--- config.mk ---
export PLATFORM = sky130hd
export DESIGN_NAME = bcd_ascii_serializer
export DESIGN_NICKNAME = d
export VERILOG_FILES = /design/src/rtl/bcd_pkg.sv /design/src/rtl/bcd_digit_ascii.sv /design/src/rtl/bcd_ascii_serializer.sv
export SDC_FILE = /design/constraint.sdc
export NUM_CORES = 1
export LEC_CHECK = 0
export CAP_MARGIN = 10
export CORE_MARGIN = 3
export CORE_UTILIZATION = 50
export CTS_CLUSTER_DIAMETER = 120
export DETAILED_ROUTE_END_ITERATION = 8
export PLACE_DENSITY_LB_ADDON = 0.1
export SKIP_CTS_REPAIR_TIMING = 1
export SKIP_LAST_GASP = 1
export SLEW_MARGIN = 20
export SYNTH_ARGS = -nofsm -noshare
export SYNTH_HDL_FRONTEND = slang
export SYNTH_HIERARCHICAL = 1
export SYNTH_SLANG_ARGS = --single-unit
--- constraint.sdc ---
create_clock -name clock -period 5.1 [get_ports clock]
set_input_delay 0.51 -clock clock [delete_from_list [all_inputs] [get_ports clock]]
set_output_delay 0.51 -clock clock [all_outputs]
set_load 0.02 [all_outputs]
--- src/rtl/bcd_pkg.sv ---
// Shared definitions for the BCD-to-ASCII serializer and related display blocks.
package bcd_pkg;

    typedef enum logic [1:0] {
        IDLE = 2'd0,
        SKIP = 2'd1,
        EMIT = 2'd2,
        TERM = 2'd3
    } state_t;

    localparam logic [7:0] ASCII_ZERO  = 8'h30;
    localparam logic [7:0] ASCII_QMARK = 8'h3F;
    localparam logic [7:0] ASCII_LF    = 8'h0A;

    localparam int DIGITS_DEFAULT = 10;

    function automatic int bcd_width(input int digits);
        return 4 * digits;
    endfunction

    localparam int BCD_W = bcd_width(DIGITS_DEFAULT);

endpackage

--- src/rtl/bcd_digit_ascii.sv ---
// Combinational BCD nibble to ASCII digit; nibbles above 9 map to '?' and flag invalid.
module bcd_digit_ascii
    import bcd_pkg::*;
(
    input  logic [3:0] i_nibble,
    output logic [7:0] o_char,
    output logic       o_invalid
);

    always_comb begin
        o_invalid = (i_nibble > 4'd9);
        o_char    = o_invalid ? ASCII_QMARK : (ASCII_ZERO + {4'h0, i_nibble});
    end

endmodule

--- src/rtl/bcd_ascii_serializer.sv ---
// Streams a packed BCD word as ASCII digits, MSD first, with leading-zero suppression.
// Define BCD_ASCII_NEWLINE_EN to append a line feed after the final digit.
module bcd_ascii_serializer
    import bcd_pkg::*;
#(
    parameter int DIGITS = DIGITS_DEFAULT
) (
    input  logic                  clock,
    input  logic                  reset,
    input  logic [4*DIGITS-1:0]   bcd,
    input  logic                  bcd_valid,
    output logic                  bcd_ready,
    output logic [7:0]            char,
    output logic                  char_valid,
    input  logic                  char_ready,
    output logic                  last,
    output logic                  busy,
    output logic                  err
);

    localparam int SHIFT_W = bcd_width(DIGITS);
    localparam int CNT_W   = $clog2(DIGITS + 1);

    localparam logic [CNT_W-1:0] CNT_ONE  = CNT_W'(1);
    localparam logic [CNT_W-1:0] CNT_TWO  = CNT_W'(2);
    localparam logic [CNT_W-1:0] CNT_FULL = CNT_W'(DIGITS);

    state_t             r_state;
    logic [SHIFT_W-1:0] r_shift;
    logic [CNT_W-1:0]   r_count;
    logic [7:0]         r_char;
    logic               r_char_valid;
    logic               r_last;
    logic               r_err;
    logic               r_bcd_ready;

    logic [3:0] w_top_nib;
    logic [3:0] w_next_nib;
    logic [3:0] w_map_nib;
    logic [7:0] w_map_char;
    logic       w_map_inv;
    logic       w_accept;
    logic       w_last_first;
    logic       w_last_next;

    assign w_top_nib  = r_shift[SHIFT_W-1 -: 4];
    assign w_next_nib = r_shift[SHIFT_W-5 -: 4];
    // In EMIT the register still holds the digit being shown, so look one nibble ahead.
    assign w_map_nib  = (r_state == EMIT) ? w_next_nib : w_top_nib;
    assign w_accept   = r_char_valid && char_ready;

`ifdef BCD_ASCII_NEWLINE_EN
    assign w_last_first = 1'b0;
    assign w_last_next  = 1'b0;
`else
    assign w_last_first = (r_count == CNT_ONE);
    assign w_last_next  = (r_count == CNT_TWO);
`endif

    bcd_digit_ascii u_digit (
        .i_nibble  (w_map_nib),
        .o_char    (w_map_char),
        .o_invalid (w_map_inv)
    );

    always_ff @(posedge clock or posedge reset) begin
        if (reset) begin
            r_state      <= IDLE;
            r_shift      <= '0;
            r_count      <= '0;
            r_char       <= 8'h00;
            r_char_valid <= 1'b0;
            r_last       <= 1'b0;
            r_err        <= 1'b0;
            r_bcd_ready  <= 1'b0;
        end else begin
            case (r_state)
                IDLE: begin
                    r_bcd_ready <= 1'b1;
                    if (r_bcd_ready && bcd_valid) begin
                        r_shift     <= bcd;
                        r_count     <= CNT_FULL;
                        r_bcd_ready <= 1'b0;
                        r_state     <= SKIP;
                    end
                end
                SKIP: begin
                    if ((w_top_nib == 4'h0) && (r_count > CNT_ONE)) begin
                        r_shift <= {r_shift[SHIFT_W-5:0], 4'h0};
                        r_count <= r_count - CNT_ONE;
                    end else begin
                        r_char       <= w_map_char;
                        r_char_valid <= 1'b1;
                        r_last       <= w_last_first;
                        r_err        <= r_err | w_map_inv;
                        r_state      <= EMIT;
                    end
                end
                EMIT: begin
                    if (w_accept) begin
                        r_shift <= {r_shift[SHIFT_W-5:0], 4'h0};
                        r_count <= r_count - CNT_ONE;
                        if (r_count == CNT_ONE) begin
`ifdef BCD_ASCII_NEWLINE_EN
                            r_char  <= ASCII_LF;
                            r_last  <= 1'b1;
                            r_state <= TERM;
`else
                            r_char       <= 8'h00;
                            r_char_valid <= 1'b0;
                            r_last       <= 1'b0;
                            r_bcd_ready  <= 1'b1;
                            r_state      <= IDLE;
`endif
                        end else begin
                            r_char <= w_map_char;
                            r_last <= w_last_next;
                            r_err  <= r_err | w_map_inv;
                        end
                    end
                end
`ifdef BCD_ASCII_NEWLINE_EN
                TERM: begin
                    if (w_accept) begin
                        r_char       <= 8'h00;
                        r_char_valid <= 1'b0;
                        r_last       <= 1'b0;
                        r_bcd_ready  <= 1'b1;
                        r_state      <= IDLE;
                    end
                end
`endif
                default: begin
                    r_state <= IDLE;
                end
            endcase
        end
    end

    assign bcd_ready  = r_bcd_ready;
    assign char       = r_char;
    assign char_valid = r_char_valid;
    assign last       = r_last;
    assign busy       = (r_state != IDLE);
    assign err        = r_err;

endmodule

Word-level counts from Yosys, hierarchy flattened
Index checks and enable logic that the tools add are counted.
{"block": "totals", "ff_bits": 58, "latchBits": 0, "ramBits": 0, "mem_bits_ro": 0, "input_bits": 44, "output_inout_bits": 13, "wordCells": 73, "memories": 0}
{"block": "op_classes", "addsub": 2, "multipliers": 0, "n_div": 0, "magnitude_cmp": 2, "eq_ne": 10, "shift": 0, "muxes": 35, "bitwise_logic": 1, "n_reduce_logical": 15}
{"operator": "$mux W40", "count": 3}
{"operator": "$pmux W40 S3", "count": 1}
{"operator": "$mux W8", "count": 4}
{"operator": "$mux W4", "count": 4}
{"operator": "$pmux W8 S2", "count": 1}
{"operator": "$reduce_and A4 Y1", "count": 4}
{"operator": "$mux W1", "count": 12}
{"operator": "$ne A2 B2 Y1 const B", "count": 6}
{"operator": "$pmux W4 S3", "count": 1}
{"operator": "$mux W2", "count": 4}
{"operator": "$pmux W1 S2", "count": 4}
{"operator": "$add A6 B4 Y7 const A", "count": 1}
{"operator": "$pmux W2 S3", "count": 1}
{"operator": "$reduce_and A3 Y1", "count": 2}
{"operator": "$reduce_bool A2 Y1", "count": 3}
{"operator": "$eq A4 B1 Y1 const B", "count": 1}
{"operator": "$eq A4 B2 Y1 const B", "count": 1}
{"operator": "$gt A4 B1 Y1 const B", "count": 1}
{"operator": "$gt A4 B4 Y1 const B", "count": 1}
{"operator": "$logic_not A4 Y1", "count": 1}
{"operator": "$sub A4 B1 Y4 const B", "count": 1}
{"operator": "$logic_and A1 B1 Y1", "count": 3}
{"operator": "$reduce_bool A3 Y1", "count": 1}
{"operator": "$eq A2 B1 Y1 const B", "count": 1}
{"operator": "other kinds (3)", "count": 3}

Depth between registers and ports, before layout
{"block": "logic_depth", "ltp_word": 7, "mapped_depth": 8, "depth_no_buf": 7}

Modules after synthesis
Netlist, hierarchy kept.
{"module": "bcd_ascii_serializer", "instances": 1, "cells_per_inst": 231, "area_per_inst_um2": 3001.6, "seq_area_each_um2": 1451.4}
{"module": "bcd_digit_ascii", "instances": 1, "cells_per_inst": 11, "area_per_inst_um2": 72.6, "seq_area_each_um2": 0.0}

Least setup slack after synthesis
Ideal clock, no wire load.
{"block": "synth_timing", "kind": "reg2reg", "start": "register r_count[0]", "end": "register r_count[1]", "arrival_time_ns": 1.909, "required_ns": 4.975, "path_slack_ns": 3.066, "stages_incl_launch_ff": 8, "n_path_buf": 1, "synth_period_minus_slack_ns": 2.034, "path_cell_list": "dfrtp_1 > inv_1 > ha_1 > nor2_1 > o311ai_2 > a221oi_4 > buf_6 > mux2_2"}
{"block": "synth_via", "elab_chain_len": 4, "word_cells_on_any_way": 8, "classes_between": "1 x add/sub; 1 x order compare; 1 x eq/ne; 3 x mux; 2 x reduce/logical"}
{"item": "from (decl)", "line": "bcd_ascii_serializer.sv:30", "text": "logic [CNT_W-1:0] r_count;"}
{"item": "from (signal assigned)", "line": "bcd_ascii_serializer.sv:90", "text": "r_count <= r_count - CNT_ONE;"}
{"item": "from (signal assigned)", "line": "bcd_ascii_serializer.sv:102", "text": "r_count <= r_count - CNT_ONE;"}
{"item": "$gt A4 B1 Y1", "line": "bcd_ascii_serializer.sv:88", "text": "if ((w_top_nib == 4'h0) && (r_count > CNT_ONE)) begin"}
{"item": "$logic_and A1 B1 Y1", "line": "bcd_ascii_serializer.sv:88"}
{"item": "$ne A2 B2 Y1 (no line)"}
{"item": "$reduce_and A4 Y1 (no line)"}
Several ways; a longest one is shown, not always the timed one. The select of a mux whose other input is x is not followed.
A chain may end at the register's enable or synchronous reset.

Final worst setup path
{"block": "layout_timing", "start": "register r_state[0]", "end": "register r_shift[38]"}
{"block": "layout_via", "elab_chain_len": 3, "word_cells_on_any_way": 9, "classes_between": "5 x eq/ne; 1 x mux; 3 x reduce/logical"}
{"item": "from (decl)", "line": "bcd_ascii_serializer.sv:28", "text": "state_t r_state;"}
{"item": "from (signal assigned)", "line": "bcd_ascii_serializer.sv:68", "text": "r_state <= IDLE;"}
{"item": "from (signal assigned)", "line": "bcd_ascii_serializer.sv:84", "text": "r_state <= SKIP;"}
{"item": "from (signal assigned)", "line": "bcd_ascii_serializer.sv:96", "text": "r_state <= EMIT;"}
{"item": "$eq A2 B1 Y1 (tied with other cells)", "line": "bcd_ascii_serializer.sv:77", "text": "case (r_state)"}
{"item": "$ne A2 B2 Y1 (no line) / $reduce_bool A3 Y1 (equally long branches)"}
{"item": "$reduce_and A4 Y1 (no line)"}
{"item": "to (signal assigned)", "line": "bcd_ascii_serializer.sv:89", "text": "r_shift <= {r_shift[SHIFT_W-5:0], 4'h0};"}
{"item": "to (signal assigned)", "line": "bcd_ascii_serializer.sv:101", "text": "r_shift <= {r_shift[SHIFT_W-5:0], 4'h0};"}
{"item": "to (decl)", "line": "bcd_ascii_serializer.sv:29", "text": "logic [SHIFT_W-1:0] r_shift;"}
Several ways; a longest one is shown, not always the timed one.

==> load_flow_metrics.sql <==
INSERT INTO impl_metrics (metric_group, metric, value, unit) VALUES
('outcome', 'status', 'finished, final reports clean', ''),
('die', 'ios', '57', ''),
('placement', 'gp_congestion', '0.7194', ''),
('layout', 'final_common_cell', 'mux2_2', ''),
('routing', 'final_antenna_net_count', '0', ''),
('die', 'fp.dieW', '84.41', 'um'),
('timing', 'max-slew-margin-rel', '0.3612', ''),
('layout', 'layout_common_cells', 'mux2_2, dfrtp_1, clkdlybuf4s50_1, inv_1, nand2_1', ''),
('routing', 'drc_errors', '0', ''),
('power_and_ir_drop', 'irDropWorstVdd', '696.8', 'uV'),
('synthesis', 'post_synth_cell_types', '32', ''),
('routing', 'finalWirelength', '5605', 'um'),
('timing', 'timing.clock.skew', '0.009115', 'ns'),
('timing', 'finalCriticalPeriod', '2.444', 'ns'),
('routing', 'drt-wirelength-per-cell', '14.99', 'um'),
('power_and_ir_drop', 'total_leakage_power', '1.686', 'nW'),
('power_and_ir_drop', 'cellPowerDensity', '725.7', 'nW/um^2'),
('global_route', 'globalRouteOverflowTotal', '0', ''),
('clock_tree', 'path_clk_slew', '0.07', 'ns'),
('die', 'die-area', '7125', 'um^2'),
('layout', 'layout.area.seq', '1451', 'um^2'),
('layout', 'n_antenna_cell', '0', ''),
('die', 'placeableCoreArea', '5709', 'um^2'),
('global_route', 'grt_max_degree', '59', ''),
('timing', 'tightestPinTransition', '0.9583', 'ns'),
('timing', 'timing.fmax', '409.2', 'MHz'),
('timing', 'grt_setup_unrepaired', 'no', ''),
('layout', 'multi_input_comb_area', '1459', 'um^2'),
('timing', 'finalMaxSlewViolations', '0', ''),
('clock_tree', 'clk_root_buffer_cell', 'clkbuf_8', ''),
('routing', 'drt_pre_antenna_iters', '4', ''),
('placement', 'numPortBuffers', '56', ''),
('global_route', 'global_route_wire_length_before_repair', '9660', 'um'),
('clock_tree', 'cts_tree', 'built', ''),
('layout', 'final_util', '0.6805', ''),
('die', 'initial_utilization', '0.5385', ''),
('global_route', 'track_usage', '0.1710', ''),
('layout', 'finish.net_count', '347', ''),
('routing', 'initialDrtViolationCount', '86', ''),
('global_route', 'grt_pass1_vias', '2038', ''),
('critical_path', 'start_kind', 'register', ''),
('routing', 'drt-vias-per-instance', '5.184', ''),
('layout', 'fillCellCount', '451', ''),
('layout', 'proportion_of_layout_cells_with_a_drive_suffix_above_1', '0.3709', ''),
('clock_tree', 'cts_max_path_buffers', '2', ''),
('min_path', 'timing.hold.worst.class', 'register to register', ''),
('critical_path', 'timing.critical_path.arrival', '2.65', 'ns'),
('clock_tree', 'h_tree_depth_reported_by_cts', '3', ''),
('critical_path', 'critPathKind', 'register to register', ''),
('die', 'rows', '27', ''),
('routing', 'dr_total_vias', '1939', ''),
('timing', 'period_share', '0.4792', ''),
('timing', 'setup_viol', '0', ''),
('global_route', 'number_of_antenna_violations_at_the_first_check_in_global_routing', '0', ''),
('synthesis', 'seq_area_frac_synth', '0.4721', ''),
('clock_tree', 'clk-insertion-delay-late', '0.33', 'ns'),
('synthesis', 'syn-instance-count', '242', ''),
('critical_path', 'highest_net_fanout_along_the_worst_path', '44', ''),
('clock_tree', 'number_of_sinks_on_the_clock_net', '58', ''),
('placement', 'hpwlAfterDp', '3707', 'um'),
('synthesis', 'ys.warnings.count', '6', ''),
('synthesis', 'synth.avg_cell_area', '12.70', 'um^2'),
('timing', 'finalHoldViolCount', '0', ''),
('job', 'cap_violations', '0', ''),
('synthesis', 'synth-seq-cells', '58', ''),
('timing', 'setup_tns', '0', 'ns'),
('layout', 'area.growth.synth_to_final', '26.37', '%'),
('synthesis', 'mappedNetlistArea', '3074', 'um^2'),
('critical_path', 'critPathCaptureType', 'register', ''),
('die', 'fp.dieH', '84.41', 'um'),
('critical_path', 'cp_data_required_time', '5.31', 'ns'),
('clock_tree', 'tritoncts.num_buffers', '9', '');
==> cells in the mapped netlist <==
| library cell | number | share of area |
|---|---|---|
| mux2_2 | 84 | 0.31 |
| dfrtp_1 | 58 | 0.47 |
| inv_1 | 17 | 0.021 |
| nand2_1 | 14 | 0.017 |
| mux2i_1 | 10 | 0.033 |
| clkbuf_1 | 8 | 0.0098 |
| a21oi_1 | 6 | 0.0098 |
| ha_1 | 6 | 0.024 |
| buf_4 | 4 | 0.0098 |
| buf_6 | 4 | 0.015 |
| nor2b_1 | 4 | 0.0081 |
| nor3_1 | 3 | 0.0049 |
| a21o_2 | 2 | 0.0057 |
| conb_1 | 2 | 0.0024 |
| nand3_1 | 2 | 0.0033 |
| nor2_1 | 2 | 0.0024 |
| a221oi_4 | 1 | 0.0085 |
| a22oi_1 | 1 | 0.0024 |
| a31o_2 | 1 | 0.0028 |
| a41oi_1 | 1 | 0.0028 |
| and3b_1 | 1 | 0.0028 |
| buf_2 | 1 | 0.0016 |
| nor4_4 | 1 | 0.0069 |
| o21a_1 | 1 | 0.0024 |
| o21ai_0 | 1 | 0.0016 |
| o21bai_1 | 1 | 0.0024 |
| o311a_2 | 1 | 0.0037 |
| o311ai_2 | 1 | 0.0053 |
| o32a_1 | 1 | 0.0033 |
| or2_1 | 1 | 0.0020 |
| xnor2_1 | 1 | 0.0028 |
| xor2_1 | 1 | 0.0028 |
==> metrics by stage <==
| step | setup slack, ns | area, um^2 | instances | hold WS, ns | power (mW) |
|---|---|---|---|---|---|
| floorplan | 3.066 | 3082 | 244 | 0.4749 | 2.042 |
| CTS | 2.673 | 3885 | 374 | 0.4823 | 2.847 |
| finish | 2.656 | 3885 | 374 | 0.4781 | 2.819 |
| detailed placement | 2.658 | 3647 | 358 | 0.4665 | 2.333 |
| global route | 2.482 | 3885 | 374 | 0.5115 | 3.021 |
| global placement | 2.667 | 3647 | 358 | 0.4601 | 2.301 |
==> per-layer routing <==
metal / track usage / wire length [um] / vias up / share of wire
met5: 0 / 0 / - / 0
li1: - / - / 943 / -
met4: 0.07338 / 87 / 0 / 0.016
met2: 0.2733 / 2619 / 42 / 0.47
met3: 0.04612 / 195 / 9 / 0.035
met1: 0.2197 / 2703 / 945 / 0.48
==> worst max-delay path, stage by stage, from the launching register on <==
cell and delay [ns]:
dfrtp_1 0.40, inv_1 0.09, ha_1 0.48, o21bai_1 0.18, a221oi_4 0.23, buf_4 0.50, mux2_2 0.40
==> where the power goes <==
group	total, mW	internal (mW)	switching, mW
logic	1.47	0.847	0.624
registers	0.845	0.702	0.143
clock network	0.502	0.314	0.188
==> flip-flops by register name, indices dropped and copies added (netlist names) <==
name,count
r_shift,40
char,8
r_count,4
r_state,2
bcd_ready,1
char_valid,1
err,1
last,1
==> worst paths after layout <==
path	slack [ns]	cells past startpoint	to	start
max	2.66	6	r_shift[38]	r_state[0]
min	0.48	1	err	err
max reg2reg	2.66	6	r_shift[38]	r_state[0]
min reg2reg	0.48	1	err	err
max in group asynchronous	3.90	3	char[1]	reset
min in group asynchronous	0.71	3	bcd_ready	reset
==> cell type report <==
cell class | instances | area share
Multi-Input combinational cell | 152 | 0.3755
Sequential cell | 58 | 0.3736
Timing Repair Buffer | 59 | 0.1501
Clock buffer | 12 | 0.04251
Tap cell | 72 | 0.02319
Clock inverter | 4 | 0.01868
Inverter | 17 | 0.01643
==> cells by family (layout without fill, tap and decap cells) <==
logic type               after synthesis  count (layout)  share of synthesized area
AO/OA/AOI/OAI                         18              18                    0.05088
XOR/XNOR                               2               2                   0.005699
adder cells (fa/ha/maj)                6               6                    0.02442
buffers and inverters                 34              92                    0.05657
flip-flops                            58              58                     0.4721
multiplexers                          94              94                     0.3403
other                                  2               4                   0.002443
AND/OR/NAND/NOR                       28              28                    0.04762
No activity file was read; power rests on OpenSTA's default activity.
